**config.mk**
```make
export PLATFORM = sky130hd
export DESIGN_NAME = cmd_stream_issuer
export DESIGN_NICKNAME = d
export VERILOG_FILES = /design/src/rtl/cmd_stream_issuer.sv
export SDC_FILE = /design/constraint.sdc
export NUM_CORES = 1
export LEC_CHECK = 0
export ABC_AREA = 1
export ABC_CLOCK_PERIOD_IN_PS = 5200
export CAP_MARGIN = 40
export CORE_AREA = 2 2 286 288
export CTS_CLUSTER_SIZE = 30
export DETAILED_ROUTE_END_ITERATION = 16
export DIE_AREA = 0 0 288 290
export MAX_ROUTING_LAYER = met4
export PLACE_DENSITY = 0.75
export SLEW_MARGIN = 40
export SYNTH_ARGS = -nofsm -noshare
export SYNTH_HDL_FRONTEND = slang
export SYNTH_SLANG_ARGS = --single-unit
```
**constraint.sdc**
```tcl
create_clock -name clk -period 5.2 [get_ports clk]
set_clock_uncertainty 0.15 [all_clocks]
set_input_delay 0.52 -clock clk [delete_from_list [all_inputs] [get_ports clk]]
set_output_delay 0.52 -clock clk [all_outputs]
set_load 0.1 [all_outputs]
```
**src/rtl/cmd_stream_issuer.sv**
```systemverilog
// Issues a host-preloaded command program over a 64-bit valid/ready port until a HALT transfers.
// Latency: launch -> first cmd_valid in 2 cycles; 1 command/cycle thereafter; cmd_data held while stalled.
module cmd_stream_issuer #(
    parameter int DEPTH = 16,
    parameter int AW    = 4
) (
    input  logic          clk,
    input  logic          rst,
    input  logic          host_wr_en,
    input  logic [63:0]   host_wr_data,
    output logic          host_full,
    output logic [AW:0]   host_count,
    input  logic          launch,
    output logic          cmd_valid,
    output logic [63:0]   cmd_data,
    input  logic          cmd_ready,
    input  logic          halted,
    output logic          busy,
    output logic          done,
    output logic [15:0]   issued_count,
    output logic          overflow
);

    typedef enum logic [1:0] {
        S_IDLE,
        S_ISSUE,
        S_WAIT_HALT,
        S_DONE
    } state_t;

    localparam logic [AW:0] DEPTH_C = (AW+1)'(DEPTH);

    logic [63:0]   mem_q [DEPTH];
    logic [AW-1:0] wr_ptr_q, rd_ptr_q;
    logic [AW:0]   count_q;
    state_t        state_q, state_d;
    logic          cmd_valid_q, cmd_valid_d;
    logic [63:0]   cmd_data_q, cmd_data_d;
    logic          halt_loaded_q, halt_loaded_d;
    logic          done_q;
    logic [15:0]   issued_q;
    logic          overflow_q;

    logic          fifo_full;
    logic          push;
    logic          pop;
    logic          hs;
    logic [63:0]   head;

    assign fifo_full = (count_q == DEPTH_C);
    assign push      = host_wr_en && !fifo_full;
    assign hs        = cmd_valid_q && cmd_ready;
    assign head      = mem_q[rd_ptr_q];

    always_comb begin
        state_d       = state_q;
        pop           = 1'b0;
        cmd_valid_d   = cmd_valid_q;
        cmd_data_d    = cmd_data_q;
        halt_loaded_d = halt_loaded_q;
        case (state_q)
            S_IDLE: begin
                if (launch) state_d = S_ISSUE;
            end
            S_ISSUE: begin
                if (hs) cmd_valid_d = 1'b0;
                if (hs && (cmd_data_q[63:56] == 8'h00)) begin
                    state_d = S_WAIT_HALT;
                end else if ((!cmd_valid_q || hs) && (count_q != '0) && !halt_loaded_q) begin
                    // Refill the output register; once a HALT is loaded nothing else is fetched.
                    pop           = 1'b1;
                    cmd_valid_d   = 1'b1;
                    cmd_data_d    = head;
                    halt_loaded_d = (head[63:56] == 8'h00);
                end
            end
            S_WAIT_HALT: begin
                if (halted) state_d = S_DONE;
            end
            default: ;
        endcase
    end

    always_ff @(posedge clk) begin
        if (push) mem_q[wr_ptr_q] <= host_wr_data;
    end

    always_ff @(posedge clk) begin
        if (rst) begin
            wr_ptr_q      <= '0;
            rd_ptr_q      <= '0;
            count_q       <= '0;
            state_q       <= S_IDLE;
            cmd_valid_q   <= 1'b0;
            cmd_data_q    <= '0;
            halt_loaded_q <= 1'b0;
            done_q        <= 1'b0;
            issued_q      <= '0;
            overflow_q    <= 1'b0;
        end else begin
            if (push) wr_ptr_q <= wr_ptr_q + 1'b1;
            if (pop)  rd_ptr_q <= rd_ptr_q + 1'b1;
            if (push && !pop)      count_q <= count_q + 1'b1;
            else if (pop && !push) count_q <= count_q - 1'b1;
            state_q       <= state_d;
            cmd_valid_q   <= cmd_valid_d;
            cmd_data_q    <= cmd_data_d;
            halt_loaded_q <= halt_loaded_d;
            done_q        <= (state_q == S_DONE);
            if (hs && (issued_q != 16'hFFFF)) issued_q <= issued_q + 1'b1;
            if (host_wr_en && fifo_full) overflow_q <= 1'b1;
        end
    end

    assign host_full    = fifo_full;
    assign host_count   = count_q;
    assign cmd_valid    = cmd_valid_q;
    assign cmd_data     = cmd_data_q;
    assign busy         = (state_q == S_ISSUE) || (state_q == S_WAIT_HALT);
    assign done         = done_q;
    assign issued_count = issued_q;
    assign overflow     = overflow_q;

endmodule

```
==> summary.md, run 1 <==
| Metric | Value |
|---|---|
| Initial antenna violation count | 5 |
| Pleak | 16.3 nW |
| Std-Cell Rows | 104 |
| Mapped Nets | 3,387 |
| CTS Sinks | 1,127 |
| Uppermost layer routed | met4 |
| Drt initial violations | 3,274 |
| Core Area | 80,200 um^2 |
| Slew Viols, Final | 0 |
| Met2 routed WL | 50,800 um |
| RSZ-0062 raised after global routing | false |
| Post_cts resized | 0 |
| Post-CTS setup buffer count | 0 |
| Number of port buffers | 159 |
| Critical Path RT | 5630 ps |
| Nature of the critical path endpoint | flop |
| Pre-CTS setup slack | 1470 ps |
| Post-synth top flop | edfxtp_1 |
| Design Area, Final | 49,600 um^2 |
| Flop and latch count out of synthesis | 1,127 |
| Fin util | 0.619 |
| Avg Synthesized Cell Area | 13.3 um^2 |
| Outcome | completed |
| Fmax | 301 MHz |
| Detailed Route WL | 105,000 um |
| Layout Nets | 3,474 |
| Comb pwr share | 0.286 |
| Root Driver | clkbuf_16 |
| Largest net degree at the start of global routing | 213 |
| Worst setup margin | 1880 ps |
| Final setup fails | 0 |
| Grt ovf | 0 |
| Leading area contributor after synthesis | edfxtp_1 |
| Cell type group with the largest total delay on the critical path | buffers and inverters |
| Worst Hold Class | reg2reg |
| Clock Power Share | 0.298 |
| Vias per inst | 6.12 |
| Final hold vios | 0 |
| Overall Power | 0.0260 W |
| Global-route wire length before repair | 160,000 um |
| CP cell instances | inv_1 > ha_1 > o21ai_1 > nor2_4 > buf_4 > buf_4 > nand2_1 > nor2_1 > nand3_1 > nor2_1 > nor2_1 > nor2_1 |
| Synth cell types | 32 |
| Arr. time, crit path | 3750 ps |
| # IOs | 160 |
| Ratio of cells with drive above 1 in the final layout | 0.0940 |
| Crit path from | state_q[1] |
| Hold path start | overflow |
| Commonest cells in the netlist | edfxtp_1, nor2_1, o21ai_0 |
| Via Count | 27.8k |
| # hold bufs at CTS | 0 |
| TritonRoute pass-1 iters | 6 |
| Async S/R FF share, synth | 0 |
| Internal power | 0.0166 W |
| Synth Cell Area | 43,800 um^2 |
| Starting Density | 0.546 |
| Worst-Margin Slew | 910 ps |
| Crit path max fanout | 67 |
| CTS tree | yes |
| Switch share | 0.360 |
| Setup Crit Path Kind | reg2reg |
| Tot GR Track Use | 0.257 |
| Synth Warn # | 0 |
| Worst-path clk slew | 60 ps |
| DRT met1 WL | 41,900 um |
| Chip height | 290 um |
| Worst path most repeated cell | nor2_1 |
| Synth top area share | 0.702 |
| Slowest cell on crit path | buf_4 |
| Setup tns final | 0 ps |
| Gate Count Post-Synth | 3,300 |
| Switching power | 0.00937 W |
| Tmin final | 3320 ps |
| DP Wirelength | 51,400 um |
| Max_slew headroom | 0.393 |
| Chip width | 288 um |
| DR WL met3 | 10,100 um |
| Post-synth EDFFs | 1,024 |
| Final period util | 0.639 |
| Post-detailed-route DRC marker count | 0 |
| Die area | 83,500 um^2 |
| Buffer and inverter count on the worst path | 3 |
| Flop pwr share | 0.415 |
| Reg-to-Reg Start | state_q[1] |
| Max-cap violations | 0 |
| Top-count cell post-synth | edfxtp_1 |
| Layout area overhead | 13.4% |
| CTS buffer count | 109 |
| Top cells by area, synth | edfxtp_1, o21ai_0, nor2_1, dfxtp_1, o221ai_1 |
| Register area share after synthesis | 0.750 |
| Power Dens Cells | 524 nW/um^2 |
| Worst VDD drop | 0.409 mV |
| Post-place instance area | 46,000 um^2 |
| Worst setup SP type | flop |
| Antenna-violating nets left | 0 |
| Vias in the first global route | 26.9k |
| Worst skew pair latency | 670 ps |
| Max stage delay on crit path | 790 ps |
| Max H-tree Level | 3 |
| R2R Setup Slk | 1880 ps |
| Routability cong. | 0.799 |
| Clock buffer depth | 3 |
| WL per Instance | 23.1 um |
layout by cell type, fill, tap and decap left out, drive strengths merged, types with 3 or more instances in the layout:
| master | synthesis | final |
|---|---|---|
| a211oi | 3 | 3 |
| a21oi | 28 | 28 |
| a31oi | 63 | 63 |
| buf | 79 | 138 |
| bufinv | 0 | 7 |
| clkbuf | 152 | 156 |
| clkdlybuf4s50 | 0 | 69 |
| clkinv | 1 | 34 |
| dfxtp | 103 | 103 |
| diode | 0 | 5 |
| edfxtp | 1024 | 1024 |
| ha | 16 | 16 |
| inv | 90 | 96 |
| mux2i | 46 | 46 |
| nand2 | 186 | 186 |
| nand3 | 185 | 185 |
| nand4 | 5 | 5 |
| nor2 | 559 | 559 |
| nor3 | 6 | 6 |
| o211ai | 77 | 77 |
| o21ai | 502 | 502 |
| o221ai | 158 | 158 |
| or2 | 3 | 3 |
| xnor2 | 4 | 4 |
| xor2 | 3 | 3 |
worst paths after layout:
kind                   endpoint  depth (start not counted)
setup reg to reg  halt_loaded_q                         12
setup / recovery  halt_loaded_q                         12
hold / removal         overflow                          2
hold reg to reg        overflow                          2
stage by stage:
stage	cells	hold WS, ps
after global routing	4545	359
after floorplan	3300	290
after global placement	4330	297
after CTS	4538	328
final	4545	326
after detailed placement	4334	315
sequential cells by signal, indices dropped and copies added, names as in the netlist, named ones only:
register / cells
issued_count: 16
halt_loaded_q: 1
cmd_data: 64
overflow: 1
rd_ptr_q: 4
cmd_valid: 1
host_count: 5
wr_ptr_q: 4
state_q: 2
mem_q: 1024
done: 1
cells by family (layout without fill, tap and decap cells):
group,after synthesis,count (layout),share of synthesized area
compound gates,833,833,0.115
xor+xnor,7,7,0.00140
fa+ha+maj,17,17,0.00503
buf+inv,322,502,0.0307
flops,1127,1127,0.750
mux,46,46,0.0105
other cells,0,5,0
simple gates,948,948,0.0874
per-layer routing:
layer  track usage  vias up
li1              -    12500
met1         0.351    13700
met2         0.401     1429
met3        0.0434      175
met4        0.0744        0
met5             -        -
power by group through the flow:
| stage | clock, W | combinational [W] | sequential [W] |
|---|---|---|---|
| final | 0.00776 | 0.00744 | 0.0108 |
| after floorplan | 0 | 0.00386 | 0.0126 |
| after global routing | 0.00818 | 0.00806 | 0.0108 |
| after CTS | 0.00782 | 0.00732 | 0.0109 |
| after global placement | 0 | 0.00729 | 0.0111 |
| after detailed placement | 0 | 0.00727 | 0.0110 |
final cells by class:
class / instances / area (um^2)
sequential: 1127 / 32800
fill: 5874 / 30500
multi-input combinational: 1851 / 9750
clock buffer: 156 / 3100
timing repair buffer: 207 / 1780
tap: 1060 / 1330
clock inverter: 48 / 462
inverter: 91 / 373
antenna: 5 / 12.5
worst reg2reg max path: stages, from the launching register on:
cell and delay (ps):
dfxtp_1 340, inv_1 130, ha_1 190, o21ai_1 130
nor2_4 120, buf_4 640, buf_4 820, nand2_1 160
nor2_1 230, nand3_1 110, nor2_1 90, nor2_1 50
nor2_1 80
Power figures use the tool's default switching activity.
==> inputs of run 2 (changes only) <==
--- a/config.mk
+++ b/config.mk
@@ -6,14 +6,14 @@
 export NUM_CORES = 1
 export LEC_CHECK = 0
 export ABC_AREA = 1
-export ABC_CLOCK_PERIOD_IN_PS = 5200
+export ABC_CLOCK_PERIOD_IN_PS = 3000
 export CAP_MARGIN = 40
 export CORE_AREA = 2 2 286 288
 export CTS_CLUSTER_SIZE = 30
 export DETAILED_ROUTE_END_ITERATION = 16
 export DIE_AREA = 0 0 288 290
 export MAX_ROUTING_LAYER = met4
-export PLACE_DENSITY = 0.75
+export PLACE_DENSITY = 0.78
 export SLEW_MARGIN = 40
 export SYNTH_ARGS = -nofsm -noshare
 export SYNTH_HDL_FRONTEND = slang
==> constraint.sdc (replaced) <==
create_clock -name clk -period 3 [get_ports clk]
set_clock_uncertainty 0.15 [all_clocks]
set_input_delay 0.3 -clock clk [delete_from_list [all_inputs] [get_ports clk]]
set_output_delay 0.3 -clock clk [all_outputs]
set_load 0.1 [all_outputs]
==> run 2 against run 1 <==
First-iteration DRC count increased by 7.5%. Global-route usage increased by 0.80 points. Critical path type unchanged. Routed wire length increased by 3.3%. Critical endpoint is now host_count[4]. Die area unchanged.
==> summary.md, run 2 (synthesized netlist as in run 1, its figures left out) <==
| Metric | Value |
|---|---|
| Comb pwr share | 0.292 |
| Worst-path clk slew | 60 ps |
| CP cell instances | nor2_1 > nand4_1 > nand2_1 > inv_1 > ha_1 > buf_4 > fa_1 > nor2_1 > a211oi_1 > nand2_1 > nand2_1 > nor2_1 > o21ai_0 > a21oi_1 |
| Switching power | 0.0165 W |
| Critical Path RT | 3440 ps |
| Setup Crit Path Kind | reg2reg |
| TritonRoute pass-1 iters | 5 |
| Final period util | 0.885 |
| Post-placement cell count | 4,377 |
| Chip width | 288 um |
| Slew Viols, Final | 0 |
| Ratio of cells with drive above 1 in the final layout | 0.112 |
| # IOs | 160 |
| Post-detailed-route DRC marker count | 0 |
| Overall Power | 0.0461 W |
| Outcome | completed |
| Crit path max fanout | 5 |
| RSZ-0062 raised after global routing | false |
| Detailed Route WL | 109,000 um |
| Final setup fails | 0 |
| GRT busiest layer | met2 |
| Max_slew headroom | 0.436 |
| Worst Hold Class | in2reg |
| Most frequent cells in the layout | edfxtp_1, nor2_1, o21ai_0 |
| Post-CTS setup buffer count | 0 |
| Vias in the first global route | 27.9k |
| Worst skew pair latency | 690 ps |
| Starting Density | 0.546 |
| Worst-Margin Slew | 846 ps |
| Layout Nets | 3,512 |
| Multi-input gate area | 9750 um^2 |
| Antenna-violating nets left | 0 |
| Flop pwr share | 0.404 |
| Initial antenna violation count | 11 |
| Vias per inst | 6.20 |
| CTS Sinks | 1,127 |
| Internal power | 0.0297 W |
| DP Wirelength | 55,800 um |
| Clock buffer depth | 3 |
| Largest net degree at the start of global routing | 163 |
| Core Area | 80,200 um^2 |
| Max stage delay on crit path | 400 ps |
| Slowest cell on crit path | fa_1 |
| Buffer and inverter count on the worst path | 2 |
| Tot GR Track Use | 0.265 |
| Global-route wire length before repair | 164,000 um |
| Max reg flops | 1,024 |
| Cell type group with the largest total delay on the critical path | simple AND/OR/NAND/NOR gates |
| CTS tree | yes |
| Met1 Use GR | 0.345 |
| WL per Instance | 23.6 um |
| GRT met2 Usage | 0.419 |
| Commonest non-fill, non-tap cell in the layout | edfxtp_1 |
| Power Dens Cells | 912 nW/um^2 |
| Die area | 83,500 um^2 |
| Layout area overhead | 15.5% |
| FF+latch area | 32,900 um^2 |
| Largest Register | mem_q |
| Std-Cell Rows | 104 |
| Nature of the critical path endpoint | flop |
| Non-Filler Instances | 4,591 |
| Number of fillers in the final layout | 5,613 |
| Drt initial violations | 3,519 |
| Final hold vios | 0 |
| Met3 GRT Util | 0.0464 |
| Hold slack | 176 ps |
| Arr. time, crit path | 3090 ps |
| Number of port buffers | 159 |
| Clock Power Share | 0.304 |
| Worst VDD drop | 0.830 mV |
| Pre-CTS setup slack | -10.2 ps |
| Fmax | 377 MHz |
| Max H-tree Level | 3 |
| Pleak | 16.7 nW |
| Via Count | 28.5k |
| CTS buffer count | 106 |
| Max-cap violations | 0 |
| Routability cong. | 0.823 |
| # hold bufs at CTS | 0 |
| Switch share | 0.357 |
| Post_cts resized | 0 |
| Chip height | 290 um |
| Worst setup margin | 345 ps |
| Fin util | 0.631 |
| Worst setup SP type | flop |
| Tmin final | 2650 ps |
| Root Driver | clkbuf_16 |
| Grt ovf | 0 |
## run 2: cell types whose count changed in the layout (fill, tap and decap cells not counted), sizes merged
cell	before	now
clkbuf	156	138
clkinv	34	43
diode	5	12
buf	138	179
clkinvlp	2	5
inv	96	93
bufinv	7	14
## run 2: per-layer routing
| layer | wire length [um] | part of all wire |
|---|---|---|
| met1 | 40800 | 0.38 |
| met2 | 53300 | 0.49 |
| met3 | 11000 | 0.10 |
| met4 | 3360 | 0.031 |
| met5 | 0 | 0 |
## run 2: power by group through the flow
stage	registers, W	logic (W)	clock network [W]
after floorplan	0.0219	0.00672	0
after detailed placement	0.0190	0.0133	0
after global placement	0.0189	0.0129	0
after global routing	0.0187	0.0145	0.0147
after CTS	0.0186	0.0134	0.0141
final	0.0187	0.0135	0.0140
## run 2: layout make-up
| class | instances | area share |
|---|---|---|
| repair buffers | 248 | 0.0501 |
| clock buffers | 138 | 0.0581 |
| inverters | 91 | 0.00718 |
| diodes | 12 | 0.000594 |
| well taps | 1060 | 0.0262 |
| clock inverters | 64 | 0.0151 |
| multi-input cells | 1851 | 0.193 |
| flip-flops and latches | 1127 | 0.650 |
## run 2: metrics by stage
stage                     setup TNS (ps)  cell area [um^2]
final                                  0             50600
after global routing                   0             50600
after CTS                              0             50500
after detailed placement           -10.2             46800
after global placement             -21.6             46800
after floorplan                        0             43900
## run 2: worst paths after layout
check	end	slack, ps	cells after the start	startpoint
min reg2reg	overflow	320	2	overflow
min	overflow	180	3	host_wr_en
max	host_count[4]	350	14	host_count[1]
max reg2reg	host_count[4]	350	14	host_count[1]
## run 2: worst register-to-register path: cells and delay by family (launching register included)
kind | cells | cell delay, ps
adder cells (fa/ha/maj) | 2 | 640
flip-flops | 1 | 360
AND/OR/NAND/NOR | 7 | 850
buffers and inverters | 2 | 310
AO/OA/AOI/OAI | 3 | 280
